## config.mk

```make
export PLATFORM = sky130hd
export DESIGN_NAME = xvga_timing
export DESIGN_NICKNAME = d
export VERILOG_FILES = /design/src/rtl/display_pkg.sv /design/src/rtl/timing_axis.sv /design/src/rtl/xvga_timing.sv
export SDC_FILE = /design/constraint.sdc
export NUM_CORES = 1
export LEC_CHECK = 0
export ABC_CLOCK_PERIOD_IN_PS = 3800
export BUFFER_PORTS_ARGS = -buffer_cell sky130_fd_sc_hd__clkbuf_2
export CELL_PAD_IN_SITES_DETAIL_PLACEMENT = 1
export CELL_PAD_IN_SITES_GLOBAL_PLACEMENT = 1
export CORE_MARGIN = 2
export CORE_UTILIZATION = 40
export DETAILED_ROUTE_END_ITERATION = 7
export PLACE_DENSITY_LB_ADDON = 0.1
export SLEW_MARGIN = 10
export SYNTH_ARGS = -nofsm -noshare
export SYNTH_HDL_FRONTEND = slang
export SYNTH_SLANG_ARGS = --single-unit
```

## constraint.sdc

```tcl
create_clock -name vclock -period 3.8 [get_ports vclock]
set_input_delay 0.57 -clock vclock [delete_from_list [all_inputs] [get_ports vclock]]
set_output_delay 0.57 -clock vclock [all_outputs]
set_load 0.01 [all_outputs]
```

## src/rtl/display_pkg.sv

```systemverilog
// Shared display constants: XVGA 1024x768@60 raster timing and
// the screen geometry the display writer uses for x/y conversion.
package display_pkg;

  localparam int XVGA_H_ACTIVE = 1024;
  localparam int XVGA_H_FP     = 24;
  localparam int XVGA_H_SYNC   = 136;
  localparam int XVGA_H_BP     = 160;
  localparam int XVGA_H_TOTAL  = XVGA_H_ACTIVE + XVGA_H_FP
                               + XVGA_H_SYNC + XVGA_H_BP;

  localparam int XVGA_V_ACTIVE = 768;
  localparam int XVGA_V_FP     = 3;
  localparam int XVGA_V_SYNC   = 6;
  localparam int XVGA_V_BP     = 29;
  localparam int XVGA_V_TOTAL  = XVGA_V_ACTIVE + XVGA_V_FP
                               + XVGA_V_SYNC + XVGA_V_BP;

  localparam int SCREEN_WIDTH  = 1024;
  localparam int SCREEN_HEIGHT = 768;
  localparam int SCREEN_CX     = SCREEN_WIDTH / 2;
  localparam int SCREEN_CY     = SCREEN_HEIGHT / 2;

  localparam int HCOUNT_W = 11;
  localparam int VCOUNT_W = 10;

endpackage

```

## src/rtl/timing_axis.sv

```systemverilog
// One raster axis: wrapping counter plus registered sync/active
// decode that always describes the count presented alongside it.
module timing_axis
  import display_pkg::*;
#(
  parameter int ACTIVE = XVGA_H_ACTIVE,
  parameter int FP     = XVGA_H_FP,
  parameter int SYNC   = XVGA_H_SYNC,
  parameter int BP     = XVGA_H_BP,
  parameter int W      = HCOUNT_W
) (
  input  logic         vclock,
  input  logic         reset,
  input  logic         advance,
  output logic [W-1:0] count,
  output logic         sync_n,
  output logic         active,
  output logic         wrap
);

  localparam int TOTAL = ACTIVE + FP + SYNC + BP;
  localparam logic [W-1:0] LAST    = W'(TOTAL - 1);
  localparam logic [W-1:0] ACT_END = W'(ACTIVE);
  localparam logic [W-1:0] SYNC_LO = W'(ACTIVE + FP);
  localparam logic [W-1:0] SYNC_HI = W'(ACTIVE + FP + SYNC);

  logic [W-1:0] count_q, count_d;
  logic         sync_n_q, sync_n_d;
  logic         active_q, active_d;

  // Terminal compare happens before increment so count stays < TOTAL.
  always_comb begin
    count_d = count_q;
    if (advance) begin
      if (count_q == LAST) count_d = '0;
      else                 count_d = count_q + 1'b1;
    end
    sync_n_d = !((count_d >= SYNC_LO) && (count_d < SYNC_HI));
    active_d = (count_d < ACT_END);
  end

  always_ff @(posedge vclock or posedge reset) begin
    if (reset) begin
      count_q  <= '0;
      sync_n_q <= 1'b1;
      active_q <= 1'b1;
    end else begin
      count_q  <= count_d;
      sync_n_q <= sync_n_d;
      active_q <= active_d;
    end
  end

  assign wrap   = advance && (count_q == LAST);
  assign count  = count_q;
  assign sync_n = sync_n_q;
  assign active = active_q;

endmodule

```

## src/rtl/xvga_timing.sv

```systemverilog
// XVGA raster timing generator with frame-boundary strobes and a
// completed-frame counter for synchronous latching downstream.
module xvga_timing
  import display_pkg::*;
#(
  parameter int H_ACTIVE = XVGA_H_ACTIVE,
  parameter int H_FP     = XVGA_H_FP,
  parameter int H_SYNC   = XVGA_H_SYNC,
  parameter int H_BP     = XVGA_H_BP,
  parameter int V_ACTIVE = XVGA_V_ACTIVE,
  parameter int V_FP     = XVGA_V_FP,
  parameter int V_SYNC   = XVGA_V_SYNC,
  parameter int V_BP     = XVGA_V_BP
) (
  input  logic        vclock,
  input  logic        reset,
  input  logic        enable,
  output logic [10:0] hcount,
  output logic [9:0]  vcount,
  output logic        hsync,
  output logic        vsync,
  output logic        blank,
  output logic        frame_start,
  output logic        vblank_start,
  output logic [15:0] frame_count
);

  localparam logic [9:0] V_LAST_ACT = 10'(V_ACTIVE - 1);

  logic h_wrap, v_wrap, v_adv;
  logic h_act, v_act;
  logic frame_start_q, frame_start_d;
  logic vblank_start_q, vblank_start_d;
  logic [15:0] frame_count_q, frame_count_d;

  assign v_adv = h_wrap & enable;

  timing_axis #(
    .ACTIVE (H_ACTIVE),
    .FP     (H_FP),
    .SYNC   (H_SYNC),
    .BP     (H_BP),
    .W      (11)
  ) u_h (
    .vclock  (vclock),
    .reset   (reset),
    .advance (enable),
    .count   (hcount),
    .sync_n  (hsync),
    .active  (h_act),
    .wrap    (h_wrap)
  );

  timing_axis #(
    .ACTIVE (V_ACTIVE),
    .FP     (V_FP),
    .SYNC   (V_SYNC),
    .BP     (V_BP),
    .W      (10)
  ) u_v (
    .vclock  (vclock),
    .reset   (reset),
    .advance (v_adv),
    .count   (vcount),
    .sync_n  (vsync),
    .active  (v_act),
    .wrap    (v_wrap)
  );

  // Strobes only fire when (0,0)/(0,V_ACTIVE) is entered by advancing.
  always_comb begin
    frame_start_d  = h_wrap & v_wrap;
    vblank_start_d = h_wrap & (vcount == V_LAST_ACT);
    frame_count_d  = frame_count_q;
    if (frame_start_d) frame_count_d = frame_count_q + 16'd1;
  end

  always_ff @(posedge vclock or posedge reset) begin
    if (reset) begin
      frame_start_q  <= 1'b0;
      vblank_start_q <= 1'b0;
      frame_count_q  <= '0;
    end else begin
      frame_start_q  <= frame_start_d;
      vblank_start_q <= vblank_start_d;
      frame_count_q  <= frame_count_d;
    end
  end

  // Gating by enable kills a pulse at once when the raster freezes.
  assign frame_start  = frame_start_q & enable;
  assign vblank_start = vblank_start_q & enable;
  assign blank        = ~(h_act & v_act);
  assign frame_count  = frame_count_q;

endmodule

```

## After elaboration in Yosys (flattened, before gate mapping)

Cells that the tools add are included.
W data, S select, Z words.

- $add $sub $neg: 3
- $lt $le $gt $ge: 6
- Equality and inequality tests: 3
- Muxes and demuxes: 4
- Bitwise operators: 7
- Reductions and logical operators: 6

Operator list:

| cell | count |
|---|---|
| $lt A11 B11 Y1 const B | 2 |
| $mux W11 | 2 |
| $eq A10 B10 Y1 const B | 2 |
| $lt A10 B10 Y1 const B | 2 |
| $mux W10 | 2 |
| $add A16 B1 Y16 const B | 1 |
| $add A11 B1 Y11 const B | 1 |
| $eq A11 B11 Y1 const B | 1 |
| $ge A11 B11 Y1 const B | 1 |
| $add A10 B1 Y10 const B | 1 |
| $ge A10 B10 Y1 const B | 1 |
| $and A1 B1 Y1 | 6 |
| $logic_and A1 B1 Y1 | 4 |
| $logic_not A1 Y1 | 2 |
| $not A1 Y1 | 1 |

- Register bits after elaboration: 43
- Input bits: 3

## Longest topological paths before layout

- Depth in word-level cells: 7
- Gate-level depth with buffers: 10

## Cells and area by module

A second synthesis with hierarchy kept.

- Cell total of the unflattened synthesis: 231
- Area total of the unflattened synthesis: 2331.0 µm²

Modules (own cells, without submodules):

| module | instances | cells an instance | area each (µm²) | sequential area each (µm²) |
|---|---|---|---|---|
| xvga_timing | 1 | 70 | 817.0 | 450.4 |
| timing_axis at u_h | 1 | 87 | 797.0 | 327.8 |
| timing_axis at u_v | 1 | 74 | 716.9 | 302.8 |

## Worst setup path before layout

Ideal clock, no wire load.

- Path kind: in2reg
- Start: input enable
- End: register frame_count_q[7] (netlist: frame_count[7])
- Data arrival time: 2.028 ns
- Slack: 1.647 ns
- Stages on the path: 10
- Cells stage by stage: buf_4 and4_1 buf_4 and4_4 and2_4 buf_6 and4_1 buf_6 nand4_4 xnor2_2

- Longest elaborated chain between the ends: 4

Ends and longest elaborated chain:

| element | line | RTL |
|---|---|---|
| from (decl) | xvga_timing.sv:17 | `input logic enable,` |
| $logic_and A1 B1 Y1 | timing_axis.sv:54 | `assign wrap = advance && (count_q == LAST);` |
| $and A1 B1 Y1 | xvga_timing.sv:36 | `assign v_adv = h_wrap & enable;` |
| $logic_and A1 B1 Y1 | timing_axis.sv:54 |  |
| $and A1 B1 Y1 (*) | xvga_timing.sv:72 | `frame_start_d = h_wrap & v_wrap;` |
| named net frame_start_d | xvga_timing.sv:32 | `logic frame_start_q, frame_start_d;` |
| to (signal assigned) | xvga_timing.sv:86 | `frame_count_q <= frame_count_d;` |
| to (decl) | xvga_timing.sv:34 | `logic [15:0] frame_count_q, frame_count_d;` |

Mark *: on every way through the listed nets, which the timed path passes. The rest lies on a longest branch.
A chain may end at the register's enable or synchronous reset.

## Worst setup path after layout

- Start: register u_v.count_q[0] (netlist: u_v.count[0])
- End: register frame_count_q[7] (netlist: frame_count[7])

- Longest elaborated chain between the ends: 3

Ends and longest elaborated chain:

| element | line | RTL |
|---|---|---|
| from (decl) | timing_axis.sv:27 | `logic [W-1:0] count_q, count_d;` |
| from (signal assigned) | timing_axis.sv:48 | `count_q <= count_d;` |
| $eq A10 B10 Y1 | timing_axis.sv:54 |  |
| $logic_and A1 B1 Y1 | timing_axis.sv:54 |  |
| $and A1 B1 Y1 | xvga_timing.sv:72 |  |

Every way passes these cells.

==> impl_metrics.py <==
metrics = {
    "run_status": {
        "status": "complete, no violations",
    },
    "worst_hold_path": {
        "hold_path.class": "in -> async",
    },
    "grt": {
        "track_usage_pct": 18.0,
        "antenna_found_initial": 0,
        "grt_pass1_wl_um": 8940,
        "grt_pass1_vias": 1769,
        "grt_max_degree": 44,
        "grt_overflow": 0,
    },
    "power": {
        "p_leak_nw": 1.24,
        "irDropWorstVdd_uv": 191,
        "total_power_mw": 1.05,
        "power_density_nw_per_um2": 399,
    },
    "synthesis": {
        "synthCells": 219,
        "synth_edf_count": 0,
        "synth-async-reset-ratio_pct": 100,
        "synthFlopType": "dfrtp_1",
        "synth_seq_area_share_pct": 46.8,
        "ys_ff_latch": 43,
        "syn_avg_cell_area_um2": 10.5,
        "yosysWarnings": 0,
        "ys_types": 52,
        "netlist_area_um2": 2310,
        "synth_fp_nets": 226,
    },
    "critical_path": {
        "crit_path_max_fanout": 11,
        "crit_path_end_kind": "flip-flop",
        "critical_path_arrival_ns": 2.57,
        "cp-startpoint": "u_v.count[0]",
        "r2r_start": "u_v.count[0]",
        "r2r_slack_ns": 1.42,
        "start_kind": "flip-flop",
        "cp_cell_sequence": "ha_1 -> nand4b_1 -> nor3_2 -> and2_4 -> and4_1 -> nand4_4 -> xnor2_2",
        "crit_type": "reg -> reg",
        "critical_path.top_delay_family": "simple AND/OR/NAND/NOR gates",
        "slowest_stage": "dfrtp_1",
        "critical_path_buf_inv_count": 0,
        "required_ns": 3.99,
        "ff2ff_path_depth": 7,
        "slowest_delay_ns": 0.56,
        "timing.rr.end": "frame_count[7]",
    },
    "sta": {
        "slew_viol_final": 0,
        "tns_ns": 0,
        "holdWs_ns": 0.364,
        "finalCritPeriodShare_pct": 62.7,
        "setup_viol": 0,
        "max-slew-margin-rel_pct": 63.3,
        "period_minus_slack_ns": 2.38,
        "fmax_mhz": 420,
        "worst_slack_ns": 1.42,
        "rsz0062_at_grt": "no",
        "hold_viol_final": 0,
        "skew_ns": 0.00279,
        "worst_pin_slew_ns": 0.550,
    },
    "placed_design": {
        "io_buffers": 44,
        "place_ws_ns": 1.20,
        "dp.cells": 327,
        "dpl.hpwl_um": 3930,
        "place_congestion": 0.807,
    },
    "floorplanning": {
        "die_area_um2": 6400,
        "die_w_um": 80.0,
        "ios": 45,
        "fp.dieH_um": 80.0,
        "core_area_um2": 5540,
        "row_count": 27,
        "start_util_pct": 41.7,
    },
    "clocking": {
        "cts_tree": "done",
        "hold_buffers": 0,
        "cts_sinks": 43,
        "clk_latency_ns": 0.29,
        "cts_resized": 0,
        "post-cts-setup-buffer-count": 0,
        "cts_buffer_depth": 2,
        "numCtsBuffers": 5,
        "cts.clk_slew.worst_paths_ns": 0.08,
        "clockRootBuffer": "clkbuf_8",
        "h-tree-depth": 2,
    },
    "final_layout": {
        "nets": 269,
        "final_layout_size_suffix_gt1_share_pct": 27.4,
        "area_delta_synth_final_pct": 14.4,
        "fin_cells": 335,
        "antenna_cells": 0,
    },
    "flow_run": {
        "cap_violations": 0,
    },
    "routing": {
        "drt_iter0_markers": 39,
        "drt_wl_total_um": 5330,
        "vias": 1774,
        "viasPerCell": 5.30,
        "drc": 0,
        "ant_nets": 0,
        "wl_per_cell_um": 15.9,
        "first_pass_iters": 4,
    },
}
==> worst max path at each step <==
stage,end,slack [ns],cells past startpoint
after floorplan,frame_count[7],1.65,10
after global placement,frame_count[7],1.28,7
after detailed placement,frame_count[11],1.20,7
after CTS,frame_count[7],1.39,7
after global routing,frame_count[11],1.16,7
final,frame_count[7],1.42,7
==> flip-flops by register name, summed over array words and instances, names as in the netlist <==
| register | cells |
|---|---|
| u_h.count | 11 |
| u_v.active | 1 |
| frame_start_q | 1 |
| u_v.count | 10 |
| frame_count | 16 |
| u_v.sync_n | 1 |
| u_h.sync_n | 1 |
| u_h.active | 1 |
| vblank_start_q | 1 |
==> cell families (layout without fill, tap and decap cells) <==
| logic type | Yosys count | after routing | synth area share [%] |
|---|---|---|---|
| DFF | 43 | 43 | 46.8 |
| adders and majority gates | 4 | 4 | 2.17 |
| AOI/OAI and AO/OA | 27 | 27 | 7.58 |
| muxes | 3 | 3 | 1.41 |
| buffers and inverters | 18 | 62 | 4.50 |
| and+or+nand+nor | 97 | 97 | 26.7 |
| xor gates and xnor gates | 27 | 27 | 10.9 |
==> layer usage <==
| layer | up-vias | wire, µm | GRT usage [%] |
|---|---|---|---|
| li1 | 866 | - | - |
| met5 | - | 0 | 0 |
| met1 | 870 | 2670 | 25.7 |
| met3 | 6 | 195 | 3.85 |
| met4 | 0 | 53 | 4.92 |
| met2 | 32 | 2410 | 27.8 |
==> cells in the final DEF (no fill, tap or decap), drive strengths merged, types with 2 or more instances in the layout <==
cell,count
clkbuf,50
dfrtp,39
nand2,19
xnor2,18
nor2,16
nand3,16
o21ai,10
xor2,9
inv,8
and3,7
and4,6
nand4,6
and2,5
nor4,4
ha,4
dfstp,4
nor3,4
a21oi,3
or4,3
nand4b,2
nand2b,2
o21bai,2
mux2,2
o2bb2ai,2
nor4b,2
clkinv,2
==> area by class of cell <==
class / instances / area (µm²)
flip-flops and latches: 43 / 1080
clock buffers: 6 / 72.6
fillers: 654 / 2900
well taps: 72 / 90.1
repair buffers: 45 / 228
inverters: 9 / 33.8
multi-input cells: 158 / 1120
clock inverters: 2 / 12.5
==> synth_stat cells (all sizes together), types with 3 or more instances <==
master  count  area share [%]
xor2        9             3.4
dfstp       4             4.6
a21oi       3            0.65
ha          4             2.2
and3        7             1.9
o21ai      10             2.2
nor2       16             2.6
nand4       6             2.9
nor3        4             1.1
xnor2      18             7.5
or4         3            0.98
nand2      19             3.1
dfrtp      39              42
and2        5             1.5
and4        6             2.4
buf         8             2.9
nand3      16             4.6
inv         9             1.5
nor4        4             1.1
==> worst register-to-register path, cell delays in order, from the launching register on <==
cell and delay, ns:
dfrtp_1 0.56, ha_1 0.21, nand4b_1 0.17, nor3_2 0.34, and2_4 0.27, and4_1 0.44, nand4_4 0.14, xnor2_2 0.15
==> through the flow <==
step | area, µm² | utilization [%]
after floorplan | 2310 | -
after global placement | 2560 | 46.2
after CTS | 2640 | 47.7
after global routing | 2640 | 47.7
final | 2640 | 47.7
after detailed placement | 2560 | 46.2
==> report_power, final <==
group	total [mW]	switching, mW	internal, mW	leakage (nW)
sequential	0.561	0.0645	0.497	0.561
clock	0.294	0.165	0.129	0.0412
combinational	0.200	0.112	0.0881	0.634
No activity file was read; power rests on OpenSTA's default activity.
